### src/rtl/fir_pkg.sv
// fir_pkg: shared widths, FSM encoding and output saturation
// for the FIR multiply-accumulate sequencer.
package fir_pkg;

    localparam int DATA_W    = 24;
    localparam int COEF_W    = 18;
    localparam int COEF_FRAC = 17;
    localparam int PROD_W    = DATA_W + COEF_W;
    localparam int ACC_W     = DATA_W + COEF_W + 8;
    localparam int RAM_W     = 36;
    localparam int ADDR_W    = 8;

    localparam logic [1:0] S_IDLE  = 2'd0;
    localparam logic [1:0] S_MAC   = 2'd1;
    localparam logic [1:0] S_DRAIN = 2'd2;
    localparam logic [1:0] S_OUT   = 2'd3;

    // Half an output LSB, so the shift rounds half toward +inf
    localparam logic signed [ACC_W-1:0] RND =
        {{(ACC_W-COEF_FRAC){1'b0}}, 1'b1, {(COEF_FRAC-1){1'b0}}};

    function automatic logic [DATA_W-1:0] saturate(
        input logic signed [ACC_W-1:0] a
    );
        logic signed [ACC_W-1:0] r;
        logic [ACC_W-DATA_W:0]   hi;
        r  = (a + RND) >>> COEF_FRAC;
        hi = r[ACC_W-1:DATA_W-1];
        if (&hi || ~|hi) begin
            return r[DATA_W-1:0];
        end
        return r[ACC_W-1] ? {1'b1, {(DATA_W-1){1'b0}}}
                          : {1'b0, {(DATA_W-1){1'b1}}};
    endfunction

endpackage

### src/rtl/fir_mac_dp.sv
// fir_mac_dp: read-data register, product register, clearable
// accumulator and the rounded/saturated output register.
module fir_mac_dp
    import fir_pkg::*;
(
    input  logic              clk,
    input  logic              rst_n,
    input  logic              i_clr,
    input  logic              i_issue,
    input  logic              i_load,
    input  logic [DATA_W-1:0] i_dl,
    input  logic [COEF_W-1:0] i_cf,
    output logic [DATA_W-1:0] o_sample
);

    logic                     r_rd_v;
    logic                     r_d_v;
    logic                     r_p_v;
    logic [DATA_W-1:0]        r_d;
    logic [COEF_W-1:0]        r_c;
    logic signed [PROD_W-1:0] r_prod;
    logic signed [ACC_W-1:0]  r_acc;
    logic [DATA_W-1:0]        r_out;
    logic signed [PROD_W-1:0] w_dx;
    logic signed [PROD_W-1:0] w_cx;

    assign w_dx     = {{COEF_W{r_d[DATA_W-1]}}, r_d};
    assign w_cx     = {{DATA_W{r_c[COEF_W-1]}}, r_c};
    assign o_sample = r_out;

    // Valid bits follow each RAM read through data, product, accumulate
    always_ff @(posedge clk or negedge rst_n) begin
        if (!rst_n) begin
            r_rd_v <= 1'b0;
            r_d_v  <= 1'b0;
            r_p_v  <= 1'b0;
            r_d    <= '0;
            r_c    <= '0;
            r_prod <= '0;
            r_acc  <= '0;
        end else begin
            r_rd_v <= i_issue;
            r_d_v  <= r_rd_v;
            r_p_v  <= r_d_v;
            if (r_rd_v) begin
                r_d <= i_dl;
                r_c <= i_cf;
            end
            if (r_d_v) begin
                r_prod <= w_dx * w_cx;
            end
            if (i_clr) begin
                r_acc <= '0;
            end else if (r_p_v) begin
                r_acc <= r_acc + {{(ACC_W-PROD_W){r_prod[PROD_W-1]}}, r_prod};
            end
        end
    end

    // Output holds until the next sample finishes
    always_ff @(posedge clk or negedge rst_n) begin
        if (!rst_n) begin
            r_out <= '0;
        end else if (i_load) begin
            r_out <= saturate(r_acc);
        end
    end

endmodule

### src/rtl/fir_mac_seq.sv
// fir_mac_seq: per-sample sequencer writing the delay line and walking
// all taps through the delay-line and coefficient RAM port A.
module fir_mac_seq
    import fir_pkg::*;
#(
    parameter int TAPS = 256
) (
    input  logic              clk,
    input  logic              rst_n,
    input  logic [DATA_W-1:0] sample_in,
    input  logic              sample_valid,
    output logic [DATA_W-1:0] sample_out,
    output logic              sample_out_valid,
    output logic              busy,
    output logic              overrun,
    output logic              dl_we,
    output logic [ADDR_W-1:0] dl_addr,
    output logic [RAM_W-1:0]  dl_din,
    input  logic [RAM_W-1:0]  dl_dout,
    output logic [ADDR_W-1:0] cf_addr,
    input  logic [RAM_W-1:0]  cf_dout
);

    localparam logic [ADDR_W-1:0] LAST = ADDR_W'(TAPS - 1);

    logic [1:0]        r_state;
    logic [ADDR_W-1:0] r_wp;
    logic [ADDR_W-1:0] r_k;
    logic [1:0]        r_dc;
    logic              r_ov;
    logic              r_vld;
    logic              w_idle;
    logic              w_accept;
    logic              w_mac;
    logic              w_out;
    logic              w_unused;

    assign w_idle   = (r_state == S_IDLE);
    assign w_mac    = (r_state == S_MAC);
    assign w_out    = (r_state == S_OUT);
    assign w_accept = w_idle & sample_valid;
    assign w_unused = ^{dl_dout[RAM_W-1:DATA_W], cf_dout[RAM_W-1:COEF_W]};

    assign dl_we            = w_accept;
    assign dl_addr          = w_mac ? (r_wp - r_k) : r_wp;
    assign dl_din           = {{(RAM_W-DATA_W){sample_in[DATA_W-1]}}, sample_in};
    assign cf_addr          = r_k;
    assign busy             = ~w_idle;
    assign overrun          = r_ov;
    assign sample_out_valid = r_vld;

    // Sample sequencing: accept, issue taps, drain pipeline, emit
    always_ff @(posedge clk or negedge rst_n) begin
        if (!rst_n) begin
            r_state <= S_IDLE;
            r_wp    <= '0;
            r_k     <= '0;
            r_dc    <= '0;
            r_vld   <= 1'b0;
        end else begin
            r_vld <= 1'b0;
            unique case (r_state)
                S_IDLE: begin
                    if (sample_valid) begin
                        r_state <= S_MAC;
                        r_k     <= '0;
                    end
                end
                S_MAC: begin
                    r_k <= r_k + 1'b1;
                    if (r_k == LAST) begin
                        r_state <= S_DRAIN;
                        r_k     <= '0;
                        r_dc    <= '0;
                    end
                end
                S_DRAIN: begin
                    r_dc <= r_dc + 1'b1;
                    if (r_dc == 2'd2) begin
                        r_state <= S_OUT;
                    end
                end
                S_OUT: begin
                    r_vld   <= 1'b1;
                    r_wp    <= r_wp + 1'b1;
                    r_state <= S_IDLE;
                end
                default: r_state <= S_IDLE;
            endcase
        end
    end

    // Sticky flag for strobes dropped while a sample is in flight
    always_ff @(posedge clk or negedge rst_n) begin
        if (!rst_n) begin
            r_ov <= 1'b0;
        end else if (sample_valid && !w_idle) begin
            r_ov <= 1'b1;
        end
    end

    fir_mac_dp u_dp (
        .clk      (clk),
        .rst_n    (rst_n),
        .i_clr    (w_accept),
        .i_issue  (w_mac),
        .i_load   (w_out),
        .i_dl     (dl_dout[DATA_W-1:0]),
        .i_cf     (cf_dout[COEF_W-1:0]),
        .o_sample (sample_out)
    );

endmodule

### config.mk
export PLATFORM = sky130hd
export DESIGN_NAME = fir_mac_seq
export DESIGN_NICKNAME = d
export VERILOG_FILES = /design/src/rtl/fir_pkg.sv /design/src/rtl/fir_mac_dp.sv /design/src/rtl/fir_mac_seq.sv
export SDC_FILE = /design/constraint.sdc
export NUM_CORES = 2
export LEC_CHECK = 0
export CAP_MARGIN = 20
export CORE_UTILIZATION = 60
export CTS_BUF_LIST = sky130_fd_sc_hd__clkbuf_8
export CTS_CLUSTER_DIAMETER = 50
export CTS_CLUSTER_SIZE = 28
export DETAILED_ROUTE_END_ITERATION = 6
export GPL_TIMING_DRIVEN = 0
export PLACE_DENSITY = 0.78
export SLEW_MARGIN = 25
export SYNTH_ARGS = -nofsm -noshare
export SYNTH_HDL_FRONTEND = slang
export SYNTH_SLANG_ARGS = --single-unit
### constraint.sdc
create_clock -name clk -period 12 [get_ports clk]
set_input_delay 3.6 -clock clk [delete_from_list [all_inputs] [get_ports clk]]
set_output_delay 3.6 -clock clk [all_outputs]
set_load 0.03 [all_outputs]
==> impl_results.rst <==
.. list-table::
   :header-rows: 1

   * - Metric
     - Value
   * - Status
     - finished, final reports clean
   * - Post-detailed-routing wire length
     - ~70000 um
   * - Critical Path RT
     - between 8 and 9 ns
   * - DRT antenna net count
     - 0
   * - # IOs
     - ~180
   * - Routed via count
     - ~20000
   * - Clock edge transition at the registers on the reported setup and hold paths
     - around 0.09 ns
   * - Critical path capture point type
     - output pin
   * - Endpoint of the worst hold-timing path
     - u_dp.r_d_v
   * - Crit Path Class
     - primary input to output pin
   * - Worst R2R End
     - u_dp.r_prod[36]
   * - Maximum buffer depth of the clock tree
     - 2
   * - Number of warning messages in the yosys log
     - 0
   * - Register area share after synthesis
     - 17.1%
   * - Clock sink total
     - 183
   * - Routed length per instance
     - roughly 19 um
   * - Number of distinct library cells after synthesis
     - 89
   * - Post-Syn Nets
     - about 3600
   * - Vertical die dimension
     - 213 um
   * - Post-synth design cell area
     - between 20000 and 30000 um^2
   * - Maximum capacitance violations
     - 0
   * - Cell chosen for the clock root
     - sky130_fd_sc_hd__clkbuf_8
   * - Seq cells post-synth
     - between 150 and 200
   * - Vias in the first global route
     - roughly 22000
   * - Fraction of synthesis flops using an asynchronous set or reset pin
     - 100%
   * - Pin count of the biggest net entering global routing
     - 80
   * - Hold-fix buffer count after cts
     - 0
   * - Number of setup buffers added after CTS
     - 0
   * - Gate Count Post-Synth
     - between 2000 and 3000
   * - Initial cell density of the core
     - 61.4%
   * - Startpoint class of the critical path
     - primary input
   * - Post-route core utilization
     - 67.1%
   * - Maximum clock rate
     - approximately 100 MHz
   * - Count of routing violations after the opening detailed-route iteration
     - ~1600
   * - Final non-filler cell total
     - approximately 3600
   * - Dpl cells
     - ~3600
   * - Proportion of layout cells with a drive suffix above 1
     - between 6 and 7%
   * - Cell depth of the worst flop-to-flop path
     - 23
   * - Length of the first detailed-routing pass in iterations
     - 5
   * - Clock latency at the later pin of the worst-skew pair
     - 0.57 ns
   * - Die Outline Area
     - between 40000 and 50000 um^2
   * - Final net count
     - between 3000 and 4000
   * - Die X-Extent
     - about 210 um
   * - Final weighted congestion of routability-driven global placement
     - between 0.9 and 1
   * - Detailed-placement wirelength estimate
     - 58600 um
   * - First-pass GRT wire length
     - 114000 um
   * - TritonCTS clock tree
     - yes
   * - Count of endpoints failing hold in the final timing report
     - 0
   * - CP Max Fanout
     - 10
   * - Tightest Pin Transition
     - 0.903 ns
   * - All-Layer GR Usage
     - about a third
   * - RSZ-0062 raised after global routing
     - no
   * - Count of cells along the worst hold path
     - 0
   * - Hold path startpoint
     - u_dp.r_rd_v
   * - Min cycle time layout
     - about 9.9 ns
   * - Placeable core area
     - roughly 44000 um^2
   * - Number of core rows
     - 76
   * - Final-report max-slew violation count
     - 0
   * - Count of filler cells inserted in the layout
     - around 3600
   * - Data arrival time of the critical path
     - 6.30 ns
   * - Top_reg_cell synth
     - sky130_fd_sc_hd__dfrtp_1
   * - Antenna Diode Count
     - 0
   * - Via density per instance
     - roughly 5.6
   * - Setup slack of the most critical reg-to-reg path
     - between 4 and 5 ns
   * - Port-buffer cells
     - about 120
   * - Final worst-path cycle share
     - between 80% and 90%
   * - Post-synthesis area per instance
     - ~9.2 um^2
   * - Worst hold path type
     - register to register
   * - Cts repair resizes
     - 0
   * - Initial antenna violation count
     - 1
   * - Global-route congestion overflow total
     - 0
   * - Headroom to the max-slew limit
     - around two fifths
   * - Number of enable-type register cells in the synthesized netlist
     - 0
   * - Remaining DRCs
     - 0
   * - Source of the worst register-to-register timing path
     - u_dp.r_d[8]
   * - Clk_skew
     - about 0.02 ns
   * - Growth of design area from synthesis to finish
     - 9.22%
   * - Total CTS buffers
     - 17
   * - H-tree level count
     - 4
   * - Number of setup violations in the final report
     - 0
critical path, cell delays in order:
cell	delay (ns)
sky130_fd_sc_hd__clkdlybuf4s50_1	0.59
sky130_fd_sc_hd__nand2_1	0.15
sky130_fd_sc_hd__inv_1	0.27
sky130_fd_sc_hd__clkbuf_1	0.53
sky130_fd_sc_hd__clkbuf_1	0.41
sky130_fd_sc_hd__clkdlybuf4s50_1	0.75
worst max path at each step:
stage	start	endpoint	slack (ns)	depth (start not counted)
final	sample_valid	dl_we	2.10	6
after global routing	sample_valid	dl_we	2.04	6
after CTS	sample_valid	dl_we	2.08	6
after detailed placement	sample_valid	dl_we	2.10	6
after global placement	rst_n	u_dp.r_d[18]	-0.21	1
after floorplan	sample_valid	dl_we	3.87	4
Yosys cell counts, types with 8 or more instances:
library cell               count  area, um^2
sky130_fd_sc_hd__nor3_1       22         110
sky130_fd_sc_hd__xor2_1       43         377
sky130_fd_sc_hd__o21a_1       10        75.1
sky130_fd_sc_hd__and3_1       16         100
sky130_fd_sc_hd__fa_1        427        8550
sky130_fd_sc_hd__nand2b_1     18         113
sky130_fd_sc_hd__a31oi_1       8        50.1
sky130_fd_sc_hd__nand3_1      44         220
sky130_fd_sc_hd__nor2b_1      18         113
sky130_fd_sc_hd__o211ai_1     10        75.1
sky130_fd_sc_hd__clkbuf_1    122         458
sky130_fd_sc_hd__buf_4        37         278
sky130_fd_sc_hd__nand2_1     352        1320
sky130_fd_sc_hd__o21ai_0      61         305
sky130_fd_sc_hd__o21bai_1     13        97.6
sky130_fd_sc_hd__o221ai_2     20         300
sky130_fd_sc_hd__xnor2_1      75         657
sky130_fd_sc_hd__nand4_1      19         119
sky130_fd_sc_hd__mux2i_1      33         330
sky130_fd_sc_hd__a21oi_1     112         561
sky130_fd_sc_hd__nor2_1      129         484
sky130_fd_sc_hd__dfrtp_1     183        4580
sky130_fd_sc_hd__o21ai_1       8        40.0
sky130_fd_sc_hd__a21o_1       30         225
sky130_fd_sc_hd__mux2_2       79         890
sky130_fd_sc_hd__and2_1      152         951
sky130_fd_sc_hd__inv_1       562        2110
sky130_fd_sc_hd__ha_1        169        2110
sky130_fd_sc_hd__a211oi_1      9        67.6
sequential cells by signal, summed over array words and instances (netlist names):
register / flops
u_dp.r_d: 24
u_dp.r_acc: 50
sample_out_valid: 1
u_dp.r_prod: 42
cf_addr: 8
u_dp.o_sample: 24
overrun: 1
u_dp.r_rd_v: 1
r_dc: 2
u_dp.r_p_v: 1
u_dp.r_d_v: 1
r_state: 2
r_wp: 8
u_dp.r_c: 18
cells by family (layout without fill, tap and decap cells):
group / count (synthesis) / count (layout) / synth area share [%]
DFF: 183 / 183 / 17.1
buffers and inverters: 729 / 887 / 10.8
adders and majority gates: 596 / 596 / 39.9
AOI/OAI and AO/OA: 359 / 359 / 9.42
muxes: 113 / 113 / 4.60
xor gates and xnor gates: 118 / 118 / 3.87
and+or+nand+nor: 805 / 805 / 14.3
layout make-up:
type | count | area, um^2 | share of cell area [%]
multi-input combinational | 1991 | 19300 | 66.0
sequential | 183 | 4580 | 15.7
inverter | 564 | 2120 | 7.25
timing repair buffer | 126 | 1300 | 4.46
buffer | 165 | 777 | 2.66
tap | 585 | 732 | 2.51
clock buffer | 19 | 262 | 0.895
clock inverter | 13 | 170 | 0.583
layout by cell type, fill, tap and decap left out, types with 5 or more instances in the layout:
| master | Yosys | layout |
|---|---|---|
| sky130_fd_sc_hd__a211oi_1 | 9 | 9 |
| sky130_fd_sc_hd__a21boi_0 | 7 | 7 |
| sky130_fd_sc_hd__a21o_1 | 30 | 30 |
| sky130_fd_sc_hd__a21oi_1 | 112 | 112 |
| sky130_fd_sc_hd__a31oi_1 | 8 | 8 |
| sky130_fd_sc_hd__and2_1 | 152 | 152 |
| sky130_fd_sc_hd__and3_1 | 16 | 16 |
| sky130_fd_sc_hd__buf_4 | 37 | 37 |
| sky130_fd_sc_hd__clkbuf_1 | 122 | 122 |
| sky130_fd_sc_hd__clkbuf_8 | 0 | 19 |
| sky130_fd_sc_hd__clkdlybuf4s50_1 | 0 | 123 |
| sky130_fd_sc_hd__dfrtp_1 | 183 | 183 |
| sky130_fd_sc_hd__fa_1 | 427 | 427 |
| sky130_fd_sc_hd__ha_1 | 169 | 169 |
| sky130_fd_sc_hd__inv_1 | 562 | 564 |
| sky130_fd_sc_hd__mux2_2 | 79 | 79 |
| sky130_fd_sc_hd__mux2i_1 | 33 | 33 |
| sky130_fd_sc_hd__nand2_1 | 352 | 352 |
| sky130_fd_sc_hd__nand2b_1 | 18 | 18 |
| sky130_fd_sc_hd__nand3_1 | 44 | 44 |
| sky130_fd_sc_hd__nand4_1 | 19 | 19 |
| sky130_fd_sc_hd__nor2_1 | 129 | 129 |
| sky130_fd_sc_hd__nor2b_1 | 18 | 18 |
| sky130_fd_sc_hd__nor3_1 | 22 | 22 |
| sky130_fd_sc_hd__o211ai_1 | 10 | 10 |
| sky130_fd_sc_hd__o21a_1 | 10 | 10 |
| sky130_fd_sc_hd__o21ai_0 | 61 | 61 |
| sky130_fd_sc_hd__o21ai_1 | 8 | 8 |
| sky130_fd_sc_hd__o21bai_1 | 13 | 13 |
| sky130_fd_sc_hd__o221ai_1 | 7 | 7 |
| sky130_fd_sc_hd__o221ai_2 | 20 | 20 |
| sky130_fd_sc_hd__o22ai_1 | 5 | 5 |
| sky130_fd_sc_hd__o31ai_1 | 5 | 5 |
| sky130_fd_sc_hd__xnor2_1 | 75 | 75 |
| sky130_fd_sc_hd__xor2_1 | 43 | 43 |
metrics by stage:
step / TNS [ns] / cell area, um^2 / setup WS (ns) / hold WS, ns
after CTS: 0 / 29200 / 2.08 / 0.414
final: 0 / 29200 / 2.10 / 0.410
after detailed placement: 0 / 28800 / 2.10 / 0.392
after floorplan: 0 / 26700 / 3.87 / 0.352
after global placement: -33.20 / 28700 / -0.206 / 0.368
after global routing: 0 / 29200 / 2.04 / 0.417
layer usage:
layer  routed length (um)  GRT usage, %  vias up
li1                     -             -     9343
met1                28600          41.6    10200
met2                33600          55.2      808
met3                 4920          6.21      157
met4                 2910          14.2        0
met5                    0             0        -
Power is left out: the tool's default activity adds up to more than one toggle a clock period on the data nets, which glitch-free logic cannot reach.
